File: config.mk
export PLATFORM = sky130hd
export DESIGN_NAME = ins_cfg_parser
export DESIGN_NICKNAME = d
export VERILOG_FILES = /design/src/rtl/ins_cfg_parser.sv
export SDC_FILE = /design/constraint.sdc
export NUM_CORES = 1
export LEC_CHECK = 0
export BUFFER_PORTS_ARGS = -buffer_cell sky130_fd_sc_hd__buf_2
export CORE_MARGIN = 1.5
export CORE_UTILIZATION = 45
export DETAILED_ROUTE_END_ITERATION = 12
export GPL_TIMING_DRIVEN = 0
export PLACE_DENSITY = 0.84
export SETUP_SLACK_MARGIN = 0.5
export SYNTH_ARGS = -nofsm -noshare
export SYNTH_HDL_FRONTEND = slang
export SYNTH_SLANG_ARGS = --single-unit
File: constraint.sdc
create_clock -name clk -period 2 [get_ports clk]
set_input_delay 0.2 -clock clk [delete_from_list [all_inputs] [get_ports clk]]
set_output_delay 0.2 -clock clk [all_outputs]
set_load 0.02 [all_outputs]
File: src/rtl/ins_cfg_parser.sv
// ins_cfg_parser
//   Hunts an AXI-stream-like FIFO for a double instruction header, captures
//   the three configuration words that follow, pulses start to the control
//   FSM and stays busy until op_done.
//
// Ports
//   clk               rising-edge clock
//   rstn              asynchronous active-low reset
//   fifo_data_din     head word of the input FIFO (TBITS)
//   fifo_strb_din     byte strobes of the head word (TBYTE)
//   fifo_last_din     TLAST of the head word
//   fifo_user_din     TUSER of the head word (unused)
//   fifo_empty_n_din  FIFO holds at least one word
//   fifo_read_dout    pop request (word consumed when this and empty_n are 1)
//   op_done           layer-complete indication from the control FSM
//   cfg0..cfg2        captured configuration words
//   cfg_valid         cfg0..cfg2 hold a complete, accepted instruction
//   start_pulse       one-cycle start to the control FSM
//   busy              instruction issued, op_done not yet seen
//   err               sticky protocol error (cleared by the next first header)
//   drop_cnt          words discarded while hunting, saturating at 255
//
// Build option
//   INS_STRB_CHECK_EN  when defined, words whose strobes are not all ones are
//                      never accepted as headers or configuration words.
module ins_cfg_parser #(
    parameter int               TBITS     = 64,
    parameter int               TBYTE     = 8,
    parameter logic [TBITS-1:0] INST_HEAD = 64'hefef123abbeeff22
) (
    input  logic             clk,
    input  logic             rstn,
    input  logic [TBITS-1:0] fifo_data_din,
    input  logic [TBYTE-1:0] fifo_strb_din,
    input  logic             fifo_last_din,
    input  logic             fifo_user_din,
    input  logic             fifo_empty_n_din,
    output logic             fifo_read_dout,
    input  logic             op_done,
    output logic [TBITS-1:0] cfg0,
    output logic [TBITS-1:0] cfg1,
    output logic [TBITS-1:0] cfg2,
    output logic             cfg_valid,
    output logic             start_pulse,
    output logic             busy,
    output logic             err,
    output logic [7:0]       drop_cnt
);

    typedef enum logic [2:0] {
        S_IDLE  = 3'd0,
        S_HEAD2 = 3'd1,
        S_CFG   = 3'd2,
        S_START = 3'd3,
        S_RUN   = 3'd4
    } state_t;

    state_t           r_state, w_state_next;
    logic [1:0]       r_idx, w_idx_next;
    logic [TBITS-1:0] r_cfg [3];
    logic [2:0]       w_cfg_we;
    logic             r_cfg_valid, w_cfg_valid_next;
    logic             r_err, w_err_next;
    logic [7:0]       r_drop_cnt, w_drop_cnt_next;

    logic w_pop;
    logic w_is_head;
    logic w_strb_ok;
    logic w_unused;

    // Reads are requested only in the states that consume words; START and
    // RUN leave the FIFO untouched so the next instruction waits there.
    assign w_pop = fifo_empty_n_din &&
                   ((r_state == S_IDLE) || (r_state == S_HEAD2) || (r_state == S_CFG));
    assign fifo_read_dout = w_pop;

    assign w_is_head = (fifo_data_din == INST_HEAD);

`ifdef INS_STRB_CHECK_EN
    assign w_strb_ok = &fifo_strb_din;
    assign w_unused  = fifo_user_din;
`else
    assign w_strb_ok = 1'b1;
    assign w_unused  = ^{fifo_user_din, fifo_strb_din};
`endif

    always_comb begin
        w_state_next     = r_state;
        w_idx_next       = r_idx;
        w_cfg_we         = 3'b000;
        w_cfg_valid_next = r_cfg_valid;
        w_err_next       = r_err;
        w_drop_cnt_next  = r_drop_cnt;
        case (r_state)
            S_IDLE: begin
                if (w_pop) begin
                    if (w_is_head && w_strb_ok) begin
                        w_state_next = S_HEAD2;
                        w_err_next   = 1'b0;
                    end else if (r_drop_cnt != 8'hff) begin
                        w_drop_cnt_next = r_drop_cnt + 8'd1;
                    end
                end
            end
            S_HEAD2: begin
                if (w_pop) begin
                    if (w_is_head && w_strb_ok) begin
                        w_state_next = S_CFG;
                        w_idx_next   = 2'd0;
                    end else begin
                        w_state_next = S_IDLE;
                        w_err_next   = 1'b1;
                    end
                end
            end
            S_CFG: begin
                if (w_pop) begin
                    if (!w_strb_ok) begin
                        w_state_next = S_IDLE;
                        w_err_next   = 1'b1;
                    end else begin
                        // The word is stored even when this edge aborts on
                        // TLAST; cfg_valid alone tells whether it is usable.
                        w_cfg_we = 3'b001 << r_idx;
                        if (r_idx == 2'd2) begin
                            if (fifo_last_din) begin
                                w_state_next     = S_START;
                                w_cfg_valid_next = 1'b1;
                            end else begin
                                w_state_next = S_IDLE;
                                w_err_next   = 1'b1;
                            end
                        end else if (fifo_last_din) begin
                            w_state_next = S_IDLE;
                            w_err_next   = 1'b1;
                        end else begin
                            w_idx_next = r_idx + 2'd1;
                        end
                    end
                end
            end
            S_START: begin
                w_state_next = S_RUN;
            end
            S_RUN: begin
                if (op_done) begin
                    w_state_next     = S_IDLE;
                    w_cfg_valid_next = 1'b0;
                end
            end
            default: begin
                w_state_next     = S_IDLE;
                w_cfg_valid_next = 1'b0;
            end
        endcase
    end

    always_ff @(posedge clk or negedge rstn) begin
        if (!rstn) begin
            r_state     <= S_IDLE;
            r_idx       <= 2'd0;
            r_cfg_valid <= 1'b0;
            r_err       <= 1'b0;
            r_drop_cnt  <= 8'd0;
            for (int i = 0; i < 3; i++) begin
                r_cfg[i] <= '0;
            end
        end else begin
            r_state     <= w_state_next;
            r_idx       <= w_idx_next;
            r_cfg_valid <= w_cfg_valid_next;
            r_err       <= w_err_next;
            r_drop_cnt  <= w_drop_cnt_next;
            for (int i = 0; i < 3; i++) begin
                if (w_cfg_we[i]) begin
                    r_cfg[i] <= fifo_data_din;
                end
            end
        end
    end

    assign cfg0        = r_cfg[0];
    assign cfg1        = r_cfg[1];
    assign cfg2        = r_cfg[2];
    assign cfg_valid   = r_cfg_valid;
    assign start_pulse = (r_state == S_START);
    assign busy        = (r_state == S_START) || (r_state == S_RUN);
    assign err         = r_err;
    assign drop_cnt    = r_drop_cnt;

endmodule

# After elaboration in Yosys (flattened, before gate mapping)
# Cells that the tools add are included.
[word_totals] register_bits=207 wordCells=77
[classes] add_sub_neg=2 n_shift=1 bitwise_logic=2 n_reduce_logical=13 n_mux=31 eq_ne=20
[op_table] operator="64-bit == test (second input constant)" n=1
[op_table] operator="3-bit two-way mux" n=9
[op_table] operator="2-bit inequality test (second input constant)" n=10
[op_table] operator="3-bit case mux with 5 select lines" n=1
[op_table] operator="2-bit two-way mux" n=7
[op_table] operator="6-bit AND reduction" n=2
[op_table] operator="1-bit two-way mux" n=11
[op_table] operator="8-bit by 1-bit adder with 8-bit output (second input constant)" n=1
[op_table] operator="8-bit inequality test (second input constant)" n=1
[op_table] operator="8-bit AND reduction" n=1
[op_table] operator="3-bit by 2-bit == test with 1-bit output (second input constant)" n=2
[op_table] operator="1-bit case mux with 3 select lines" n=2
[op_table] operator="5-bit AND reduction" n=1
[op_table] operator="2-bit case mux with 2 select lines" n=1
[op_table] operator="4-bit AND reduction" n=1
[op_table] operator="3-bit by 1-bit == test with 1-bit output (second input constant)" n=1
[op_table] operator="3-bit == test (second input constant)" n=1
[op_table] operator="3-bit zero test" n=1
[op_table] operator="1-bit logical OR" n=3
[op_table] operator="3-bit by 2-bit inequality test with 1-bit output (second input constant)" n=1
[op_table] operator="3-bit inequality test (second input constant)" n=1
[op_table] operator="3-bit nonzero test" n=1
[op_table] operator="3-bit OR reduction" n=1
[op_table] operator="1-bit by 2-bit left shift with 3-bit output (first input constant)" n=1
[op_table] operator="6 further kinds" n=7

# Longest topological paths before layout
[logic_depth] ltp_word=6 ltp_mapped=6

# Least setup slack after synthesis
# No wires, ideal clock.
[synth_path] path_type="reg2reg" from="register r_state[0]" to="register r_drop_cnt[1] (netlist: drop_cnt[1])" period_less_slack_ps=1842 path_buffers=1 setup_slack_ps=158 stages_incl_launch_ff=6 t_arrival_ps=1714 cell_sequence="dfrtp_1 buf_2 or4b_4 a41oi_4 nand2_1 mux2_1"
[synth_between] elab_chain_len=5 word_cells_on_any_way=7
[synth_lines] element="from (decl)" line="58" rtl="state_t r_state, w_state_next;"
[synth_lines] element="from (signal assigned)" line="169" rtl="r_state <= w_state_next;"
[synth_lines] element="3-bit by 1-bit == test with 1-bit output or 3-bit zero test (tied branches)" line="74, 94"
[synth_lines] element="1-bit logical OR (2 in series)" line="74" rtl="((r_state == S_IDLE) || (r_state == S_HEAD2) || (r_state == S_CFG));"
[synth_lines] element="1-bit logical AND" line="73" rtl="assign w_pop = fifo_empty_n_din &&"
[synth_lines] element="4-bit AND reduction (no line) (*)"
[synth_lines] element="to (signal assigned)" line="173" rtl="r_drop_cnt <= w_drop_cnt_next;"
[synth_lines] element="to (decl)" line="64" rtl="logic [7:0] r_drop_cnt, w_drop_cnt_next;"
# Every way passes the cells marked *; elsewhere a longest branch is shown, timed or not.
# A chain may end at the register's enable or synchronous reset.

# Final worst setup path
[layout_path] from="register r_state[0]" to="register r_cfg (netlist bit cfg0[13])"
[layout_between] elab_chain_len=6 word_cells_on_any_way=8
[layout_lines] element="3-bit by 1-bit == test with 1-bit output or 3-bit zero test (tied branches)" line="74"
[layout_lines] element="1-bit logical OR (2 in series)" line="74"
[layout_lines] element="1-bit logical AND" line="73"
[layout_lines] element="3-bit two-way mux" line="117" rtl="if (w_pop) begin"
[layout_lines] element="3-bit two-way mux (*)" line="94" rtl="case (r_state)"
[layout_lines] element="to (signal, indexed assignment)" line="176" rtl="r_cfg[i] <= fifo_data_din;"
[layout_lines] element="to (decl)" line="60" rtl="logic [TBITS-1:0] r_cfg [3];"
# Marked as above.

==> metrics <==
first-pass GRT wire length=between 30 and 40 mm; Max Cap Viol=0; R2R Path Start=r_state[0]$_DFFE_PN0P_; met1 Resource Use GR=between 20% and 30%; Worst EP required=2380 ps; WL final=24.8 mm; Congestion Overflow GR=0; most common cell after layout, fill and taps aside=buf_2; Routed Antenna Nets=0; Longest Clk Path Bufs=3; Reg clk slew, reported paths=approximately 60 ps; dominant synthesized flop cell=dfrtp_1; row cnt=48; Pwr Total=0.00927 W; number of global-route vias before repair=~6000; critical path class=flip-flop to flip-flop; Post-DP HPWL=14.4 mm; Area growth, synth to finish=51.9%; clk_skew=9.49 ps; Num CTS Buffers=22; Seq/Total Area, Yosys=approximately 64%; largest net degree at the start of global routing=between 100 and 150; busiest grt layer=met2; DR iter-0 viols=around 180; Peak supply drop=between 0.0007 and 0.0008 V; via count=a little over 6000; Die Y=137 µm; status=finished, final reports clean; critical path peak fanout=7; DRT Pass-1 Iters=4; count of final setup violators=0; Antenna Cells=0; HP Class=input port to flip-flop; max incr delay on CP=around 370 ps; Wirelength per Cell=~21 µm; WHS=approximately 19 ps; IO Pins=283; Final min period=~1900 ps; met2 Usage GRT=38.6%; Clk Tree Root Cell=clkbuf_16; Max-slew headroom=50.6%; Final #Nets=996; worst slew pin tran=between 700 and 800 ps; Avg Cell Area, Syn=15.9 µm²; commonest non-fill, non-tap cells in the layout=buf_2 (269), dfrtp_1 (206), mux2_2 (192), dlygate4sd3_1 (61), clkbuf_16 (39); post-synthesis cell type count=39; Top delay family on crit path=buffers and inverters; maximum clock rate=about 540 MHz; Post-Synthesis Cell Area=between 8000 and 9000 µm²; number of enable flip-flop cells after synthesis=0; setup tns final=0 ps; port buffer count=273; Yosys warnings=0; Tot GR Track Use=22.3%; pwr dens=approximately 750 nW/µm²; Placed Cells=between 1000 and 1500; Final Max Tran Viols=0; Die X=137 µm; Crit. Startpoint=r_state[0]$_DFFE_PN0P_; worst path bufs/invs=4; layout cells sized above 1=between 60% and 70%; period utilization=about 93%; crit path cell chain=buf_6 > nand2b_2 > nor2_4 > buf_12 > buf_12 > nand2_8 > clkbuf_16 > mux2_2; die area=around 19000 µm²; Worst setup SP type=flip-flop; static leakage=around 7.0 nW; fin util=70.5%; Final Hold Vio Count=0; Hold Crit Start=fifo_data_din[36]; syn_nets=around 590; DR vias/cell=roughly 5.2; FFs w/ async S/R, synth=100%; Mapped Cells=511; H-tree levels=1; initial antenna violation count=0; Final Non-Filler Cells=between 1000 and 1500; clk_lat worst skew=around 500 ps; clk sinks=207; Core ar.=17500 µm²; CP dominant cell by count=buf_12; CP max stage cell=dfrtp_1; met3 usage=around 6%; Starting Density=a little under half; CP Capture Type=flip-flop; Worst EP arrival=approximately 2300 ps; setup repair after global routing missed its margin=yes; DRC=0; #FFs+latches synth=a little over 200; gp weighted congestion=a little under 0.8; CTS tree=built
-- through the flow --
stage	setup WS [ps]	area, µm²
after floorplan	218	8140
after global placement	-2720	9790
after detailed placement	-320	9820
after CTS	154	11300
after global routing	89.2	12300
final	134	12300
-- layer usage --
metal  share of wire [%]  wire, µm
met1                  40      9940
met2                  51     12500
met3                 5.8      1450
met4                 3.5       861
met5                   0         0
-- repair_timing --
item                                    CTS  global route
gates cloned                              0            22
buffers inserted                          5            17
endpoints found under the setup margin  205           208
endpoints found under the hold margin   250             0
hold buffers                             61             0
gates resized for setup                  25            85
pin swaps                                 3            12
-- power by group --
| group | internal [W] | total, W | switching, W |
|---|---|---|---|
| Combinational | 0.000291 | 0.000657 | 0.000366 |
| Sequential | 0.00426 | 0.00436 | 0.000104 |
| Clock | 0.00261 | 0.00426 | 0.00165 |
| Total | 0.00716 | 0.00927 | 0.00212 |
-- final timing paths --
| path | end | cells after the start | slack [ps] |
|---|---|---|---|
| setup / recovery | cfg0[13]$_DFFE_PN0P_ | 8 | 130 |
| hold / removal | cfg0[36]$_DFFE_PN0P_ | 2 | 20 |
| setup reg to reg | cfg0[13]$_DFFE_PN0P_ | 8 | 130 |
| hold reg to reg | drop_cnt[5]$_DFFE_PN0P_ | 1 | 490 |
| max in group asynchronous | drop_cnt[1]$_DFFE_PN0P_ | 3 | 730 |
| min in group asynchronous | cfg0[34]$_DFFE_PN0P_ | 2 | 290 |
-- cell families (layout without fill, tap and decap cells) --
| group | Yosys count | in the layout | synth area share (%) |
|---|---|---|---|
| xor+xnor | 8 | 8 | 0.864 |
| compound gates | 16 | 16 | 1.59 |
| mux | 193 | 193 | 26.8 |
| fa+ha+maj | 4 | 4 | 0.617 |
| flops | 207 | 207 | 63.9 |
| buf+inv | 25 | 437 | 1.54 |
| simple gates | 58 | 64 | 4.69 |
-- final cells by class --
class,instances,area (µm²)
inverter,4,15.0
timing repair buffer,373,2640
clock inverter,6,83.8
fill,1135,5160
clock buffer,33,683
buffer,21,382
multi-input combinational,285,3050
sequential,207,5180
tap,225,282
-- synthesized netlist by cell type (2+ instances only) --
master    instances  area share (%)
nand4b_1          7            0.76
nor2_1            8            0.37
nand2b_1          2            0.15
nand3_1           2            0.12
inv_1             4            0.19
and4_1            2            0.22
o21ai_0           3            0.19
or4b_1            3            0.37
xor2_1            4            0.43
nand4_1          10            0.77
nand2_1           7            0.32
and3_1            3            0.23
mux2_2          192              27
dfrtp_1         207              64
nor2b_1           2            0.15
a21oi_1           4            0.25
buf_2            19             1.2
nor3_1            3            0.19
nor4_2            2            0.31
ha_1              4            0.62
xnor2_1           4            0.43
nor4_1            2            0.15
-- registers in the layout (all words and copies together), names as in the netlist --
register / cells
cfg0: 64
cfg1: 64
cfg2: 64
cfg_valid: 1
drop_cnt: 8
err: 1
r_idx: 2
r_state: 3
-- worst reg2reg max path: cells and delay by family (launching register included) --
family	cells	cell delay, ps
AND/OR/NAND/NOR	3	480
flip-flops	1	370
multiplexers	1	260
buffers and inverters	4	640
(Power assumes the default switching activity.)
